===== src/rtl/shake_squeeze_ctrl.sv =====
// SHAKE256 squeeze sequencer: streams the rate portion of the Keccak state as 64-bit
// words, top slice first, and requests another permutation whenever a block runs out.
module shake_squeeze_ctrl #(
  parameter int RATE  = 1088,
  parameter int LEN_W = 16
) (
  input  logic             clk,
  input  logic             reset,
  input  logic             start,
  input  logic [LEN_W-1:0] out_len_words,
  input  logic [RATE-1:0]  state_in,
  output logic             perm_start,
  input  logic             perm_done,
  output logic [63:0]      dout,
  output logic             dout_valid,
  input  logic             dout_ready,
  output logic             dout_last,
  output logic             busy,
  output logic             done
);

  localparam int RATE_W = RATE / 64;
  localparam int WIDX_W = (RATE_W > 1) ? $clog2(RATE_W) : 1;

  typedef enum logic [1:0] {
    S_IDLE,
    S_EMIT,
    S_PERM,
    S_DONE
  } state_t;

  state_t            r_state;
  state_t            w_next;
  logic [RATE-1:0]   r_snap;
  logic [LEN_W-1:0]  r_rem;
  logic [WIDX_W-1:0] r_widx;
  logic              r_perm_first;

  logic w_hs;
  logic w_rem_one;
  logic w_blk_end;

  assign w_hs      = (r_state == S_EMIT) && dout_ready;
  assign w_rem_one = (r_rem == LEN_W'(1));
  assign w_blk_end = (r_widx == WIDX_W'(RATE_W - 1));

  always_comb begin
    w_next = r_state;
    case (r_state)
      S_IDLE: begin
        if (start) begin
          w_next = (out_len_words == '0) ? S_DONE : S_EMIT;
        end
      end
      S_EMIT: begin
        if (w_hs) begin
          if (w_rem_one) begin
            w_next = S_DONE;
          end else if (w_blk_end) begin
            w_next = S_PERM;
          end
        end
      end
      S_PERM: begin
        if (perm_done) begin
          w_next = S_EMIT;
        end
      end
      S_DONE: w_next = S_IDLE;
      default: w_next = S_IDLE;
    endcase
  end

  // Datapath updates are keyed on the current state so stray start/perm_done are inert.
  always_ff @(posedge clk) begin
    if (reset) begin
      r_state      <= S_IDLE;
      r_snap       <= '0;
      r_rem        <= '0;
      r_widx       <= '0;
      r_perm_first <= 1'b0;
    end else begin
      r_state      <= w_next;
      r_perm_first <= 1'b0;
      case (r_state)
        S_IDLE: begin
          if (start && (out_len_words != '0)) begin
            r_snap <= state_in;
            r_rem  <= out_len_words;
            r_widx <= '0;
          end
        end
        S_EMIT: begin
          if (w_hs) begin
            r_snap <= r_snap << 64;
            r_rem  <= r_rem - 1'b1;
            r_widx <= r_widx + 1'b1;
            if (!w_rem_one && w_blk_end) begin
              r_perm_first <= 1'b1;
            end
          end
        end
        S_PERM: begin
          if (perm_done) begin
            r_snap <= state_in;
            r_widx <= '0;
          end
        end
        default: ;
      endcase
    end
  end

  assign perm_start = (r_state == S_PERM) && r_perm_first;
  assign dout       = r_snap[RATE-1 -: 64];
  assign dout_valid = (r_state == S_EMIT);
  assign dout_last  = (r_state == S_EMIT) && w_rem_one;
  assign busy       = (r_state != S_IDLE);
  assign done       = (r_state == S_DONE);

endmodule


===== config.mk =====
export PLATFORM = sky130hd
export DESIGN_NAME = shake_squeeze_ctrl
export DESIGN_NICKNAME = d
export VERILOG_FILES = /design/src/rtl/shake_squeeze_ctrl.sv
export SDC_FILE = /design/constraint.sdc
export NUM_CORES = 2
export LEC_CHECK = 0
export ABC_AREA = 1
export CORE_AREA = 4 4 463 465
export DETAILED_ROUTE_END_ITERATION = 8
export DIE_AREA = 0 0 467 469
export PLACE_DENSITY = 0.56
export SYNTH_ARGS = -nofsm -noshare
export SYNTH_HDL_FRONTEND = slang
export SYNTH_SLANG_ARGS = --single-unit
export TNS_END_PERCENT = 10

===== constraint.sdc =====
create_clock -name clk -period 2.45 [get_ports clk]
set_input_delay 0.245 -clock clk [delete_from_list [all_inputs] [get_ports clk]]
set_output_delay 0.245 -clock clk [all_outputs]
set_load 0.02 [all_outputs]

# [Yosys cells after proc, flatten, opt, wreduce, memory -nomap -nowiden]
# Cells that the tools add are included.
[op_classes] addsub=2 multipliers=0 n_div=0 n_lt_le_gt_ge=0 eq_ne=10 shifts=0 muxes=19 n_bitwise=2 reduce_logical=16
[ops] cell="$mux 1088" n=3
[ops] cell="$pmux 1088 s3" n=1
[ops] cell="$mux 16" n=2
[ops] cell="$pmux 16 s2" n=1
[ops] cell="$eq 16x1->1 const B" n=1
[ops] cell="$logic_not 16->1" n=1
[ops] cell="$reduce_bool 16->1" n=1
[ops] cell="$sub 16x1->16 const B" n=1
[ops] cell="$mux 5" n=3
[ops] cell="$pmux 5 s3" n=1
[ops] cell="$mux 2" n=6
[ops] cell="$pmux 2 s4" n=1
[ops] cell="$reduce_and 4->1" n=2
[ops] cell="$ne 2x2->1 const B" n=3
[ops] cell="$add 5x1->5 const B" n=1
[ops] cell="$eq 5x5->1 const B" n=1
[ops] cell="$logic_and 1x1->1" n=5
[ops] cell="$eq 2x2->1 const B" n=2
[ops] cell="$reduce_bool 2->1" n=2
[ops] cell="$ne 3x1->1 const B" n=1
[ops] cell="$reduce_and 3->1" n=1
[ops] cell="$reduce_bool 3->1" n=1
[ops] cell="$reduce_or 3->1" n=1
[ops] cell="$eq 2x1->1 const B" n=1
[ops] cell="5 further kinds" n=6
[totals] register_bits=1112 latch_bits=0 mem_bits_rw=0 mem_bits_ro=0 inputBits=1109 output_inout_bits=69 word_cells=54 n_memories=0

# [Longest topological paths before layout]
[depth] depth_word=5 mapped_depth=13 ltp_nobuf=11

# [Worst setup path before layout]
# Ideal clock, no wire load.
[synth_timing] path_kind="register to register" from="reg r_state[1]" to="reg r_snap[794]" setup_ns=0.116 t_arrival_ns=1.759 required_time_ns=2.334 path_slack_ns=0.575 path_stages_with_launch=13 n_path_buf=3 period_less_slack_ns=1.875 cell_sequence="dfxtp_1 inv_1 ha_1 nand2_1 o21ai_0 inv_2 nand2_4 inv_4 buf_6 buf_6 buf_2 nor2_1 nor2_1"
[synth_between] elab_chain_cells=4 elab_cells_between_ends=10 cone_classes="eq/ne: 5; mux: 1; reduce/logical: 4"
[synth_lines] item="start: declaration" line="32" rtl="state_t r_state;"
[synth_lines] item="start signal: assignment" line="83" rtl="r_state <= w_next;"
[synth_lines] item="$eq 2x1->1 *"
[synth_lines] item="net dout_valid" line="15" rtl="output logic dout_valid,"
[synth_lines] item="$logic_and 1x1->1" line="43" rtl="assign w_hs = (r_state == S_EMIT) && dout_ready;"
[synth_lines] item="$ne 2x1->1 (no source line)"
[synth_lines] item="$reduce_and 4->1 (no source line)"
[synth_lines] item="end signal: assignment" line="88" rtl="r_snap <= state_in;"
[synth_lines] item="end signal: assignment" line="95" rtl="r_snap <= r_snap << 64;"
[synth_lines] item="end signal: assignment" line="105" rtl="r_snap <= state_in;"
[synth_lines] item="end: declaration" line="34" rtl="logic [RATE-1:0] r_snap;"
# Mark *: on every way through the listed nets, which the timed path passes. The rest lies on a longest branch.
# A chain may end at the register's enable or synchronous reset.

# [Worst setup path in the final report]
[layout_timing] from="reg r_state[1]" to="reg r_snap[426]"
[layout_between] elab_chain_cells=4 elab_cells_between_ends=10 cone_classes="eq/ne: 5; mux: 1; reduce/logical: 4"
[layout_lines] item="$eq 2x1->1" line="43, 85"
[layout_lines] item="$logic_and 1x1->1" line="43"
[layout_lines] item="$ne 2x1->1 (no source line)"
[layout_lines] item="$reduce_and 4->1 (no source line)"
# Several ways; a longest one is shown, not always the timed one.

==> out/results.ini <==
[logic_synthesis]
synth_top_area_cell=dfxtp_1
netlist-cell-type-count=25
synth_top_cell_area_share_pct=42.7
synth_mux_area_share_pct=0
synth_compound_area_share_pct=10.9
yosys-top-cells-count=3229 x nand2_1, 2107 x nor2_1, 1112 x dfxtp_1
synthAdderAreaFrac_pct=0.216
synth_top_family_by_area=simple AND/OR/NAND/NOR gates
async_flop_share_pct=0
synth_area_leaders=dfxtp_1 43%, nand2_1 23%, nor2_1 15%, o21ai_0 8.1%, clkbuf_1 2.9%
synth-simple-area-share_pct=39.5
avgSynthCellArea_um2=6.20
synth.ff_latch_count=1112
syn_nets=9514
synth_edf_count=0
yosysWarnings=0
synth-xor-area-share_pct=0.0841
postSynthCellCount=8396
synth_area_mm2=0.0521
seq_area_frac_synth_pct=42.7
yosysMostFrequentCell=nand2_1
synthFlopType=dfxtp_1

[grt]
grt_pass1_wl_um=364000
grt_pass1_vias=54900
grt_max_degree=124
overflow=0
track_usage_pct=22.5
antenna_found_initial=69

[sta]
rsz0062_at_grt=false
fin_tns_setup_ps=0
setup_violations=0
finalClockSkew_ps=31.1
hold_slack_ps=106
drv_slew=0
timing.final.ws_setup_ps=86.7
period_share_pct=96.5
layout_min_cycle_time_ps=2360
finalHoldViolCount=0
slew_headroom_pct=31.0
tightest_slew_ps=1030
fmax_mhz=423

[setup_path]
r2r_start=r_state[1]
worst-endpoint-required_ps=3120
cpMostUsedCell=buf_12
path_class=reg2reg
critPathTopFamily=buffers and inverters
crit_path_end_kind=flip-flop
reg2reg_to=r_snap[426]
r2r_cells=10
startpoint_type=flip-flop
crit_arrival_ps=3030
path_cells=inv_2 -> ha_4 -> buf_12 -> buf_12 -> buf_12 -> nand2_1 -> nand2_1 -> o21ai_0 -> buf_4 -> nor2_1
path_max_fanout=99
critical_path.slowest_cell=o21ai_0
crit_buf_inv=5
cp_slowest_stage_delay_ps=420
r2r_slack_ps=90

[flow_run]
maxCapViolations=0

[drt]
detail-route-antenna-nets=0
wl_per_cell_um=21.1
viasPerCell=4.57
drc=0
wl_um=260000
vias=56500
drtIter0Drc=5048
firstDrtPassIters=9

[layout]
drive_above_1_share_pct=6.22
final_area_mm2=0.0730
final_nets=10500
area_growth_pct=40.1
n_fill_cell=22800

[floorplanning]
start_util_pct=24.9
die_area_mm2=0.219
fp-row-count=168
die_w_um=467
io_pins=1178
die_y_um=469
core_area_mm2=0.210

[place]
dpl-instance-area_mm2=0.0681
dp_slack_ps=-106
hpwl_um=202000
gp_congestion=0.938
port_buffers=1177

[clock_tree]
clk_latency_ps=790
cts_tree=yes
clkSlewWorstSetupHoldPaths_ps=60
cts_made_buffers=138
cts.root.buffer_cell=clkbuf_16
cts.sinks=1112
ctsHtreeMaxLevel=4
clock_path_buffers=3

[pwr]
power.total_mw=94.0
p_leak_nw=32.8
p_per_area_mw_per_mm2=1290
irDropWorstVdd_uv=680

[hold_path]
hold_start=state_in[38]
min_path_cells=3
hold_path_end=r_snap[38]
min_path_type=in2reg

[status]
outcome=finished clean

[final cells by class]
class / count / area (µm²) / area share (%)
clock inverters: 37 / 373 / 0.511
inverters: 35 / 163 / 0.223
well taps: 2805 / 3510 / 4.81
flip-flops and latches: 1112 / 22300 / 30.5
repair buffers: 1559 / 16000 / 21.9
multi-input cells: 6573 / 26500 / 36.2
diodes: 33 / 82.6 / 0.113
clock buffers: 205 / 4160 / 5.70
[how the worst max path moves through the flow]
stage                  end  slack [ps]  cells after the start              start
2_1_floorplan  r_snap[794]         570                     12         r_state[1]
3_3_place_gp   r_snap[498]         -90                     12   out_len_words[9]
3_5_place_dp   r_snap[498]        -110                     12  out_len_words[10]
4_1_cts         dout_valid         -40                      5         r_state[1]
5_1_grt         dout_valid          20                      5         r_state[1]
6_report       r_snap[426]          90                     10         r_state[1]
[routing by layer]
metal  up-vias  wire length (µm)  GRT usage (%)
met4        36             10700           9.60
met2      1961            125000           38.8
li1      28100                 -              -
met1     26000            108000           27.5
met5         -               213              0
met3       415             16100           3.96
[repair_timing]
action / 4_1_cts / 5_1_grt
gates cloned: 0 / 1
resized for setup: 14 / 11
pin swaps: 0 / 0
setup buffers: 0 / 0
hold buffers: 24 / 0
endpoints found under the hold margin: 55 / 0
endpoints found under the setup margin: 4 / 186
[flip-flops by register name, summed over array words and instances (netlist names)]
register,flops
r_snap,1088
r_state,2
r_perm_first,1
r_rem,16
r_widx,5
[stage by stage]
step,util (%),std cells
after floorplan,-,8396
after global placement,32.5,12100
after detailed placement,32.5,12100
after CTS,34.8,12300
after global routing,34.8,12300
final,34.8,12400
[tightest hold or removal path: cells and delay by family]
kind	cells	cell delay (ps)
buf+inv	1	410
simple gates	1	100
compound gates	1	60
[logic make-up after synthesis]
kind of cell,count (synthesis)
AO/OA/AOI/OAI,1131
XOR/XNOR,5
adder cells (fa/ha/maj),9
buffers and inverters,711
flip-flops,1112
AND/OR/NAND/NOR,5428
[power breakdown]
part	switching [mW]	leakage (nW)	internal, mW	total (mW)
Clock	8.43	2.26	12.2	20.7
Sequential	4.10	9.20	25.2	29.4
Combinational	28.0	21.3	16.0	44.0
Total	40.6	32.8	53.5	94.0
[placed cells by master, fill, tap and decap left out, types with 26 or more instances in the layout]
cell	instances
nor2_1	2103
dfxtp_1	1111
clkbuf_16	143
buf_4	257
nand4_1	67
inv_1	30
clkbuf_1	26
nand2_1	3229
a21oi_1	80
clkdlybuf4s50_1	1172
o21ai_0	835
o21ai_1	213
clkbuf_8	37
buf_12	99
diode_2	33
No activity file was read; power rests on OpenSTA's default activity.
